--- config.mk ---
export PLATFORM = sky130hd
export DESIGN_NAME = serial_compare_sequencer_flat
export DESIGN_NICKNAME = d
export VERILOG_FILES = /design/src/rtl/serial_compare_sequencer_if.sv /design/src/rtl/serial_compare_sequencer.sv /design/src/flat_wrapper.sv
export SDC_FILE = /design/constraint.sdc
export NUM_CORES = 1
export LEC_CHECK = 0
export ABC_AREA = 1
export BUFFER_PORTS_ARGS = -buffer_cell sky130_fd_sc_hd__buf_2
export CAP_MARGIN = 40
export CORE_MARGIN = 5
export CORE_UTILIZATION = 45
export DETAILED_ROUTE_END_ITERATION = 8
export PLACE_DENSITY = 0.79
export SETUP_SLACK_MARGIN = 0.02
export SLEW_MARGIN = 40
export SYNTH_ARGS = -nofsm -noshare
export SYNTH_HDL_FRONTEND = slang
export SYNTH_SLANG_ARGS = --single-unit
--- constraint.sdc ---
create_clock -name clk -period 4 [get_ports clk]
set_input_delay 0.6 -clock clk [delete_from_list [all_inputs] [get_ports clk]]
set_output_delay 0.6 -clock clk [all_outputs]
set_load 0.005 [all_outputs]
--- src/rtl/serial_compare_sequencer_if.sv ---
// Handshake and operand/result bundle for serial_compare_sequencer.
// The master drives start and operands; the slave (the sequencer) returns status and flags.
interface serial_compare_sequencer_if #(
    parameter int WIDTH = 8
);
    logic             start;
    logic [WIDTH-1:0] A;
    logic [WIDTH-1:0] B;
    logic             ready;
    logic             done;
    logic             A_greater_than_B;
    logic             A_equal_B;
    logic             A_less_than_B;

    modport master (
        output start, A, B,
        input  ready, done, A_greater_than_B, A_equal_B, A_less_than_B
    );

    modport slave (
        input  start, A, B,
        output ready, done, A_greater_than_B, A_equal_B, A_less_than_B
    );
endinterface

--- src/rtl/serial_compare_sequencer.sv ---
// Digit-serial magnitude comparator: walks DIGIT-bit slices of A and B from the MSB,
// one slice per clock, and reports A>B / A==B / A<B with a start/ready/done handshake.
module serial_compare_sequencer #(
    parameter int WIDTH      = 8,
    parameter int DIGIT      = 2,
    parameter bit EARLY_EXIT = 1'b1
) (
    input  logic                         clk,
    input  logic                         rst_n,
    serial_compare_sequencer_if.slave    bus
);
    localparam int NDIG = WIDTH / DIGIT;
    localparam int CW   = (NDIG > 1) ? $clog2(NDIG) : 1;
    localparam logic [CW-1:0] CNT_LAST = CW'(NDIG - 1);
    localparam logic [CW-1:0] CNT_ONE  = CW'(1);

    typedef enum logic [1:0] {
        ST_IDLE    = 2'd0,
        ST_COMPARE = 2'd1,
        ST_DONE    = 2'd2
    } state_t;

    state_t           state_r,   state_nxt_s;
    logic [WIDTH-1:0] a_sh_r,    a_sh_nxt_s;
    logic [WIDTH-1:0] b_sh_r,    b_sh_nxt_s;
    logic [CW-1:0]    cnt_r,     cnt_nxt_s;
    logic             gt_r,      gt_nxt_s;
    logic             eq_r,      eq_nxt_s;
    logic             lt_r,      lt_nxt_s;
    logic             decided_r, decided_nxt_s;
    logic             done_r,    done_nxt_s;
    logic [1:0]       cmp_s;

    // {greater, less} for one digit slice; 2'b00 means the digits match.
    function automatic logic [1:0] digit_cmp(input logic [DIGIT-1:0] a_dig,
                                             input logic [DIGIT-1:0] b_dig);
        return {(a_dig > b_dig), (a_dig < b_dig)};
    endfunction

    assign cmp_s = digit_cmp(a_sh_r[WIDTH-1 -: DIGIT], b_sh_r[WIDTH-1 -: DIGIT]);

    // Next-state and datapath update for the IDLE/COMPARE/DONE sequence.
    always_comb begin
        state_nxt_s   = state_r;
        a_sh_nxt_s    = a_sh_r;
        b_sh_nxt_s    = b_sh_r;
        cnt_nxt_s     = cnt_r;
        gt_nxt_s      = gt_r;
        eq_nxt_s      = eq_r;
        lt_nxt_s      = lt_r;
        decided_nxt_s = decided_r;
        done_nxt_s    = 1'b0;
        case (state_r)
            ST_IDLE: begin
                if (bus.start) begin
                    a_sh_nxt_s    = bus.A;
                    b_sh_nxt_s    = bus.B;
                    cnt_nxt_s     = CNT_LAST;
                    gt_nxt_s      = 1'b0;
                    eq_nxt_s      = 1'b0;
                    lt_nxt_s      = 1'b0;
                    decided_nxt_s = 1'b0;
                    state_nxt_s   = ST_COMPARE;
                end else begin
                    state_nxt_s   = ST_IDLE;
                end
            end
            ST_COMPARE: begin
                if (EARLY_EXIT) begin
                    if (cmp_s != 2'b00) begin
                        gt_nxt_s    = cmp_s[1];
                        lt_nxt_s    = cmp_s[0];
                        state_nxt_s = ST_DONE;
                        done_nxt_s  = 1'b1;
                    end else if (cnt_r == '0) begin
                        eq_nxt_s    = 1'b1;
                        state_nxt_s = ST_DONE;
                        done_nxt_s  = 1'b1;
                    end else begin
                        a_sh_nxt_s  = a_sh_r << DIGIT;
                        b_sh_nxt_s  = b_sh_r << DIGIT;
                        cnt_nxt_s   = cnt_r - CNT_ONE;
                    end
                end else begin
                    // Full scan: only the first differing digit decides, later ones are ignored.
                    if (!decided_r && (cmp_s != 2'b00)) begin
                        decided_nxt_s = 1'b1;
                        gt_nxt_s      = cmp_s[1];
                        lt_nxt_s      = cmp_s[0];
                    end else begin
                        decided_nxt_s = decided_r;
                    end
                    if (cnt_r == '0) begin
                        if (!decided_r && (cmp_s == 2'b00)) begin
                            eq_nxt_s = 1'b1;
                        end else begin
                            eq_nxt_s = eq_r;
                        end
                        state_nxt_s = ST_DONE;
                        done_nxt_s  = 1'b1;
                    end else begin
                        a_sh_nxt_s  = a_sh_r << DIGIT;
                        b_sh_nxt_s  = b_sh_r << DIGIT;
                        cnt_nxt_s   = cnt_r - CNT_ONE;
                    end
                end
            end
            ST_DONE: begin
                state_nxt_s = ST_IDLE;
            end
            default: begin
                state_nxt_s = ST_IDLE;
            end
        endcase
    end

    // State, operand shift registers, digit counter and result flags.
    always_ff @(posedge clk or negedge rst_n) begin
        if (!rst_n) begin
            state_r   <= ST_IDLE;
            a_sh_r    <= '0;
            b_sh_r    <= '0;
            cnt_r     <= '0;
            gt_r      <= 1'b0;
            eq_r      <= 1'b0;
            lt_r      <= 1'b0;
            decided_r <= 1'b0;
            done_r    <= 1'b0;
        end else begin
            state_r   <= state_nxt_s;
            a_sh_r    <= a_sh_nxt_s;
            b_sh_r    <= b_sh_nxt_s;
            cnt_r     <= cnt_nxt_s;
            gt_r      <= gt_nxt_s;
            eq_r      <= eq_nxt_s;
            lt_r      <= lt_nxt_s;
            decided_r <= decided_nxt_s;
            done_r    <= done_nxt_s;
        end
    end

    assign bus.ready            = (state_r == ST_IDLE);
    assign bus.done             = done_r;
    assign bus.A_greater_than_B = gt_r;
    assign bus.A_equal_B        = eq_r;
    assign bus.A_less_than_B    = lt_r;
endmodule

--- src/flat_wrapper.sv ---
// flat-port wrapper written by rule: the top's interface ports become plain ports
module serial_compare_sequencer_flat 
#(
    parameter int WIDTH      = 8,
    parameter int DIGIT      = 2,
    parameter bit EARLY_EXIT = 1'b1
)
  (clk, rst_n, bus_start, bus_A, bus_B, bus_ready, bus_done, bus_A_greater_than_B, bus_A_equal_B, bus_A_less_than_B);
  serial_compare_sequencer_if #(.WIDTH(WIDTH)) bus_i ();
  input  logic clk;
  input  logic rst_n;
  input wire logic [$bits(bus_i.start)-1:0] bus_start;
  input wire logic [$bits(bus_i.A)-1:0] bus_A;
  input wire logic [$bits(bus_i.B)-1:0] bus_B;
  output wire logic [$bits(bus_i.ready)-1:0] bus_ready;
  output wire logic [$bits(bus_i.done)-1:0] bus_done;
  output wire logic [$bits(bus_i.A_greater_than_B)-1:0] bus_A_greater_than_B;
  output wire logic [$bits(bus_i.A_equal_B)-1:0] bus_A_equal_B;
  output wire logic [$bits(bus_i.A_less_than_B)-1:0] bus_A_less_than_B;
  assign bus_i.start = bus_start;
  assign bus_i.A = bus_A;
  assign bus_i.B = bus_B;
  assign bus_ready = bus_i.ready;
  assign bus_done = bus_i.done;
  assign bus_A_greater_than_B = bus_i.A_greater_than_B;
  assign bus_A_equal_B = bus_i.A_equal_B;
  assign bus_A_less_than_B = bus_i.A_less_than_B;
  serial_compare_sequencer #(.WIDTH(WIDTH), .DIGIT(DIGIT), .EARLY_EXIT(EARLY_EXIT)) u_core (.clk(clk), .rst_n(rst_n), .bus(bus_i));
endmodule
# Word level (Yosys, flattened, before mapping)
# Index checks and enable logic that the tools add are counted.
# Widths: inputs -> output; s select.
dict set report word_totals {
  inputBits 19
  regBits 24
  wordCells 52
}
dict set report classes {
  magnitude_cmp 2
  eq_ne 7
  n_mux 27
  addsub 1
  n_reduce_logical 7
}
# operator count
set op_table {}
lappend op_table {{$mux 8} 6}
lappend op_table {{$pmux 8 s2} 2}
lappend op_table {{$mux 2} 5}
lappend op_table {{$mux 1} 9}
lappend op_table {{$pmux 2 s2} 2}
lappend op_table {{$reduce_and 4->1} 2}
lappend op_table {{$ne 2x2->1 const B} 3}
lappend op_table {{$pmux 1 s2} 3}
lappend op_table {{$logic_not 2->1} 2}
lappend op_table {{$ne 2x1->1 const B} 2}
lappend op_table {{$reduce_bool 2->1} 2}
lappend op_table {{$ne 3x1->1 const B} 1}
lappend op_table {{$reduce_and 3->1} 1}
lappend op_table {{$eq 2x1->1 const B} 1}
lappend op_table {{$gt 2x2->1} 1}
lappend op_table {{$lt 2x2->1} 1}
lappend op_table {{$sub 2x1->2 const B} 1}

# Logic depth before layout (Yosys ltp)
# Gate-level depths: netlist (run 1).
dict set report depth {
  depth_word 4
  ltp_mapped 10
  ltp_nobuf 9
}

# Least setup slack after synthesis (run 1)
# OpenSTA, ideal clock, no wires.
dict set report synth_path {
  path_kind {reg2reg}
  startpoint {register u_core.b_sh_r[7]}
  endpoint {register u_core.cnt_r[1]}
  arrival_time_ns 1.264
  synth_period_minus_slack_ns 1.381
  n_path_buf 1
  setup_slack_ns 2.619
  stages_incl_launch_ff 10
  required_ns 3.884
  path_cell_list {dfrtp_1 inv_1 ha_1 nand2_1 nand2_1 nand3_4 nand2_4 buf_6 nand2_1 nand2_1}
}
dict set report synth_between {
  elab_chain_len 4
}
# element line
set synth_lines {}
lappend synth_lines {{start: declaration} serial_compare_sequencer.sv:25} ;# logic [WIDTH-1:0] b_sh_r, b_sh_nxt_s;
lappend synth_lines {{start signal: assignment} serial_compare_sequencer.sv:132} ;# b_sh_r <= b_sh_nxt_s;
lappend synth_lines {{$lt 2x2->1 or $gt 2x2->1 (tied branches)} serial_compare_sequencer.sv:37} ;# return {(a_dig > b_dig), (a_dig < b_dig)};
lappend synth_lines {{$reduce_bool 2->1 *} serial_compare_sequencer.sv:70} ;# if (cmp_s != 2'b00) begin
lappend synth_lines {{$ne 2x2->1 (no source line) *} n/a}
lappend synth_lines {{$reduce_and 4->1 (no source line) *} n/a}
lappend synth_lines {{end signal: assignment} serial_compare_sequencer.sv:133} ;# cnt_r <= cnt_nxt_s;
lappend synth_lines {{end: declaration} serial_compare_sequencer.sv:26} ;# logic [CW-1:0] cnt_r, cnt_nxt_s;
# Mark *: on every way between the ends. The rest lies on a longest branch, timed or not.
# A chain may end at the register's enable or synchronous reset.

# Worst setup path in the final report (run 1)
dict set report layout_path {
  startpoint {register u_core.b_sh_r[7]}
  endpoint {register u_core.a_sh_r[5]}
}
dict set report layout_between {
  elab_chain_len 4
}
# element line
set layout_lines {}
lappend layout_lines {{$lt 2x2->1 or $gt 2x2->1 (tied branches)} serial_compare_sequencer.sv:37}
lappend layout_lines {{$reduce_bool 2->1 *} serial_compare_sequencer.sv:70}
lappend layout_lines {{$ne 2x2->1 (no source line) *} n/a}
lappend layout_lines {{$reduce_and 4->1 (no source line) *} n/a}
lappend layout_lines {{end signal: assignment} serial_compare_sequencer.sv:131} ;# a_sh_r <= a_sh_nxt_s;
lappend layout_lines {{end: declaration} serial_compare_sequencer.sv:24} ;# logic [WIDTH-1:0] a_sh_r, a_sh_nxt_s;
# Marks and branches as above.

==> results.md, run 1 <==
* Clock buffer count from CTS at 3
* Period minus WS final at 1.60 ns
* Clk_lat worst skew at 0.32 ns
* Pwr dens at 712 nW/um2
* Distinct cells, synth at 15
* Hold_buf cts at 0
* Antenna violations before repair at 0
* Sum of routed wire length over all layers at 2230 um
* Worst slew pin tran at 0.764 ns
* CP Capture Type: flop
* Period utilization at 40.1%
* Ordered cell list for the critical path: inv_1 > ha_1 > nand2_1 > nand2_1 > nand3_4 > nand2_4 > nand2_1 > nand2_1
* H-tree levels at 1
* Final total power at 0.950 mW
* Chip height at 61.6 um
* CTS tree: yes
* Min-delay worst type: in -> async
* Initial core utilization at 47.5%
* Syn Area/Cell at 7.68 um2
* Crit path required time at 4.21 ns
* Largest net degree at the start of global routing at 25
* Arrival @ worst endpoint at 1.81 ns
* Vias per cell at 4.99
* Syn Nets at 178
* Clock root buffer: clkbuf_4
* Vias in the first global route at 953
* Critical path's slowest cell: dfrtp_1
* Max clock buf depth at 2
* Synth area leaders: dfrtp_1 50%, nand2_1 27%, nand3_1 8.8%
* Startpoint type of the worst setup path: flop
* Leak at 0.799 nW
* CP dominant cell by count: nand2_1
* Core ar. at 2520 um2
* Crit path kind: reg -> reg
* Port bufs at 23
* Max-slew violations at 0
* Standard-cell row count at 18
* Finished Layout Cells at 206
* First-pass GRT wire length at 3880 um
* Drt drc at 0
* Gr usage total at 13.8%
* Area Overhead vs Synth at 11.4%
* RSZ-0062 raised after global routing: no
* Mapped Area at 1200 um2
* CP max FO at 19
* I/O Pins at 24
* Post-CTS Setup Bufs at 0
* Dominant cell type by area after synthesis: dfrtp_1
* Wirelength per Cell at 10.8 um
* Clk_skew at 0.00682 ns
* Critical Path Max Stage Delay at 0.37 ns
* Rel. slew slack at 49.0%
* Die W at 61.6 um
* Synth top area share at 50.2%
* Synth Instances at 156
* DRT Pass-1 Iters at 4
* Synth Register Bits at 24
* GPL Wtd Cong at 0.796
* Die Area at 3790 um2
* Placed instance count at 203
* Worst IR Drop VDD at 0.000423 V
* Setup violations, final at 0
* Fillers at 256
* Clock sink total at 24
* Routed Antenna Nets at 0
* Nets at 200
* Hold Fails Final Rpt at 0
* Final HPWL DP at 1560 um
* GRT overflow at 0
* Sequential fraction of the synthesis area at 50.2%
* Via Count at 1,027
* Status: completed
* Clk slew on worst S/H paths at 0.13 ns
* FMAX at 624 MHz
* Ys Warns at 0
* Antenna cell count at 0
* Gates resized, CTS repair at 0
* First DRT Iteration DRCs at 38
* Max-Cap Viols at 0
* Layout cells sized above 1 at 17.6%
* Setup_tns at 0 ns
## worst paths after layout
path                                   from  slack, ns           endpoint  cells after the start
setup / recovery           u_core.b_sh_r[7]       2.40   u_core.a_sh_r[5]                      8
hold / removal                        rst_n       0.24  u_core.state_r[1]                      1
setup reg to reg           u_core.b_sh_r[7]       2.40   u_core.a_sh_r[5]                      8
hold reg to reg             u_core.cnt_r[0]       0.51    u_core.cnt_r[0]                      2
max in group asynchronous             rst_n       3.41   u_core.b_sh_r[0]                      1
min in group clk                   bus_A[1]       0.48   u_core.a_sh_r[1]                      3
## routing by layer
metal,part of all wire (%),vias up,GRT usage [%]
met4,1.0,0,4.55
li1,-,523,-
met5,0,-,0
met1,44,475,17.3
met3,5.2,2,4.40
met2,50,27,22.4
## cell type report
class	instances	area [um2]	share of cell area [%]
well taps	30	37.5	2.81
clock buffers	3	22.5	1.69
repair buffers	23	115	8.63
flip-flops and latches	24	601	45.0
inverters	10	37.5	2.81
multi-input cells	116	520	39.0
## synth_stat cells (all sizes together)
master and number:
o21ai 1, nor2 2, ha 3, buf 6
nand2 88, inv 10, dfrtp 24, nand3 22
## placed cells by master (no fill, tap or decap), drive strengths merged
master  Yosys  layout
nand3      22      22
nor2        2       2
ha          3       3
o21ai       1       1
clkbuf      0       3
dfrtp      24      24
nand2      88      88
buf         6      23
inv        10      10
## critical path: cells and delay by family, from the launching register on
kind                       cells  cell delay, ns
and+or+nand+nor                6            0.78
adders and majority gates      1            0.30
DFF                            1            0.37
buffers and inverters          1            0.04
## flip-flops by register name, indices dropped and copies added (netlist names)
signal and count:
u_core.b_sh_r 8, u_core.a_sh_r 8, u_core.bus.A_less_than_B 1, u_core.cnt_r 2
u_core.bus.done 1, u_core.bus.A_equal_B 1, u_core.state_r 2, u_core.bus.A_greater_than_B 1
## power breakdown
| part | switching [mW] | internal, mW | total, mW |
|---|---|---|---|
| clock network | 0.0696 | 0.0353 | 0.105 |
| logic | 0.289 | 0.153 | 0.442 |
| registers | 0.0527 | 0.350 | 0.403 |
## kinds of logic after synthesis
logic type | share of synthesized area, %
flip-flops | 50.2
AO/OA/AOI/OAI | 0.418
adder cells (fa/ha/maj) | 3.14
AND/OR/NAND/NOR | 39.9
buffers and inverters | 6.37
## stage by stage
| stage | util [%] | hold slack (ns) | area, um2 | setup slack [ns] |
|---|---|---|---|---|
| after floorplan | - | 0.304 | 1200 | 2.62 |
| after global placement | 52.0 | 0.467 | 1310 | 2.22 |
| after detailed placement | 52.0 | 0.483 | 1310 | 2.21 |
| after CTS | 52.9 | 0.260 | 1330 | 2.39 |
| after global routing | 52.9 | 0.264 | 1330 | 2.24 |
| final | 52.9 | 0.239 | 1330 | 2.40 |
Note: power is estimated with default switching activity, not from simulation.
==> run 2: changes to the inputs <==
clock period = 1.7 ns   (was 4 ns; I/O delays follow)
==> run 2 against run 1 <==
Utilization is 1.9 points higher. Clock skew down 0.0017 ns. Global-route usage increased by 0.36 points. First-iteration DRC count down 55%. Worst hold slack got worse by 0.12 ns. Count of clock-buffer cells in the layout is 1 higher. Critical path type unchanged.
==> results.md, run 2 (synthesized netlist as in run 1, its figures left out) <==
* RSZ-0062 raised after global routing: no
* FMAX at 649 MHz
* Die W at 61.6 um
* Worst R2R Setup Slack at 0.16 ns
* First DRT Iteration DRCs at 17
* Largest regs: u_core.a_sh_r x8, u_core.b_sh_r x8
* Chip height at 61.6 um
* Final Util at 54.8%
* Clock buffer count from CTS at 3
* CTS tree: yes
* Vias in the first global route at 972
* Clk_lat worst skew at 0.33 ns
* Routed Antenna Nets at 0
* Rel. slew slack at 64.6%
* Setup_tns at 0 ns
* Crit path kind: reg -> reg
* Period minus WS final at 1.54 ns
* H-tree levels at 1
* CP Capture Type: flop
* Worst reg2reg startpoint: u_core.a_sh_r[7]
* CP startpoint: u_core.a_sh_r[7]
* Initial core utilization at 47.5%
* Worst R2R Path Depth at 7
* First-pass GRT wire length at 3980 um
* Status: completed
* Clk slew on worst S/H paths at 0.13 ns
* Drt drc at 0
* Clock sink total at 24
* Max-Cap Viols at 0
* Post-CTS Setup Bufs at 0
* Clk_skew at 0.00512 ns
* Via Count at 1,035
* Period utilization at 90.6%
* Leak at 0.821 nW
* CP max FO at 19
* Clock root buffer: clkbuf_4
* Vias per cell at 4.93
* Die Area at 3790 um2
* Area Overhead vs Synth at 15.4%
* Crit path required time at 1.97 ns
* Pwr dens at 1710 nW/um2
* Largest net degree at the start of global routing at 25
* R2R Path End: u_core.cnt_r[0]
* Layout cells sized above 1 at 18.9%
* Standard-cell row count at 18
* Nets at 203
* Most frequent cells in the layout: 86 x nand2_1, 24 x dfrtp_1, 23 x buf_2
* Final total power at 2.36 mW
* Worst slew pin tran at 0.531 ns
* Startpoint type of the worst setup path: flop
* Core ar. at 2520 um2
* Gr usage total at 14.1%
* Min-delay worst type: in -> reg
* Arrival @ worst endpoint at 1.81 ns
* Commonest non-fill, non-tap cell in the layout: nand2_1
* Sum of routed wire length over all layers at 2330 um
* Port bufs at 23
* DRT Pass-1 Iters at 5
* Wirelength per Cell at 11.1 um
* WHS Path Cells at 3
* GRT overflow at 0
* Final HPWL DP at 1700 um
* I/O Pins at 24
* GPL Wtd Cong at 0.797
* Hold Fails Final Rpt at 0
* Worst Setup EP: u_core.cnt_r[0]
* Max-slew violations at 0
* Antenna cell count at 0
* Antenna violations before repair at 0
* Smallest hold slack at 0.117 ns
* Max clock buf depth at 2
* Worst IR Drop VDD at 0.00119 V
* Setup violations, final at 0
==> run 2: cell count changes in the layout (fill, tap and decap cells not counted), sizes merged <==
cell | previous run | this run
buf | 23 | 25
dlygate4sd3 | 0 | 1
clkbuf | 3 | 4
==> run 2: worst max-delay path: stages (launching register included) <==
cell	delay, ns
dfrtp_1	0.41
ha_1	0.30
nand2_1	0.07
nand2_1	0.13
nand3_4	0.25
nand2_8	0.19
nand2_1	0.07
nand2_1	0.06
==> run 2: layout make-up <==
cell class / instances / area, um2
clock buffer: 4 / 36.3
fill: 247 / 1140
inverter: 10 / 37.5
multi-input combinational: 116 / 529
sequential: 24 / 601
tap: 30 / 37.5
timing repair buffer: 26 / 140
==> run 2: routing by layer <==
metal,GRT usage [%],up-vias,wire [um]
met2,23.6,21,1190
met5,0,-,0
met4,3.64,0,27
met1,17.7,478,996
li1,-,531,-
met3,4.40,5,122
==> run 2: worst min-delay path by stage <==
stage          slack, ns  startpoint                 to
2_1_floorplan      -0.04       rst_n   u_core.a_sh_r[0]
3_3_place_gp        0.26       rst_n    u_core.bus.done
3_5_place_dp        0.27       rst_n  u_core.state_r[1]
4_1_cts             0.12    bus_A[1]   u_core.a_sh_r[1]
5_1_grt             0.10    bus_A[1]   u_core.a_sh_r[1]
6_report            0.12    bus_A[1]   u_core.a_sh_r[1]
==> run 2: power by group <==
| part | internal [mW] | switching, mW | total, mW |
|---|---|---|---|
| logic | 0.396 | 0.702 | 1.10 |
| registers | 0.825 | 0.127 | 0.952 |
| clock network | 0.131 | 0.177 | 0.308 |
==> run 2: stage by stage <==
step	std cells	area (um2)	worst slack (ns)
2_1_floorplan	156	1200	0.319
3_3_place_gp	205	1330	0.212
3_5_place_dp	205	1330	0.150
4_1_cts	210	1370	0.112
5_1_grt	210	1380	0.0422
6_report	210	1380	0.160
==> run 2: repair_timing <==
action | in CTS | in global routing
endpoints found under the setup margin | 0 | 3
hold buffers | 1 | 0
resized for setup | 0 | 1
hold endpoints to repair | 24 | 0
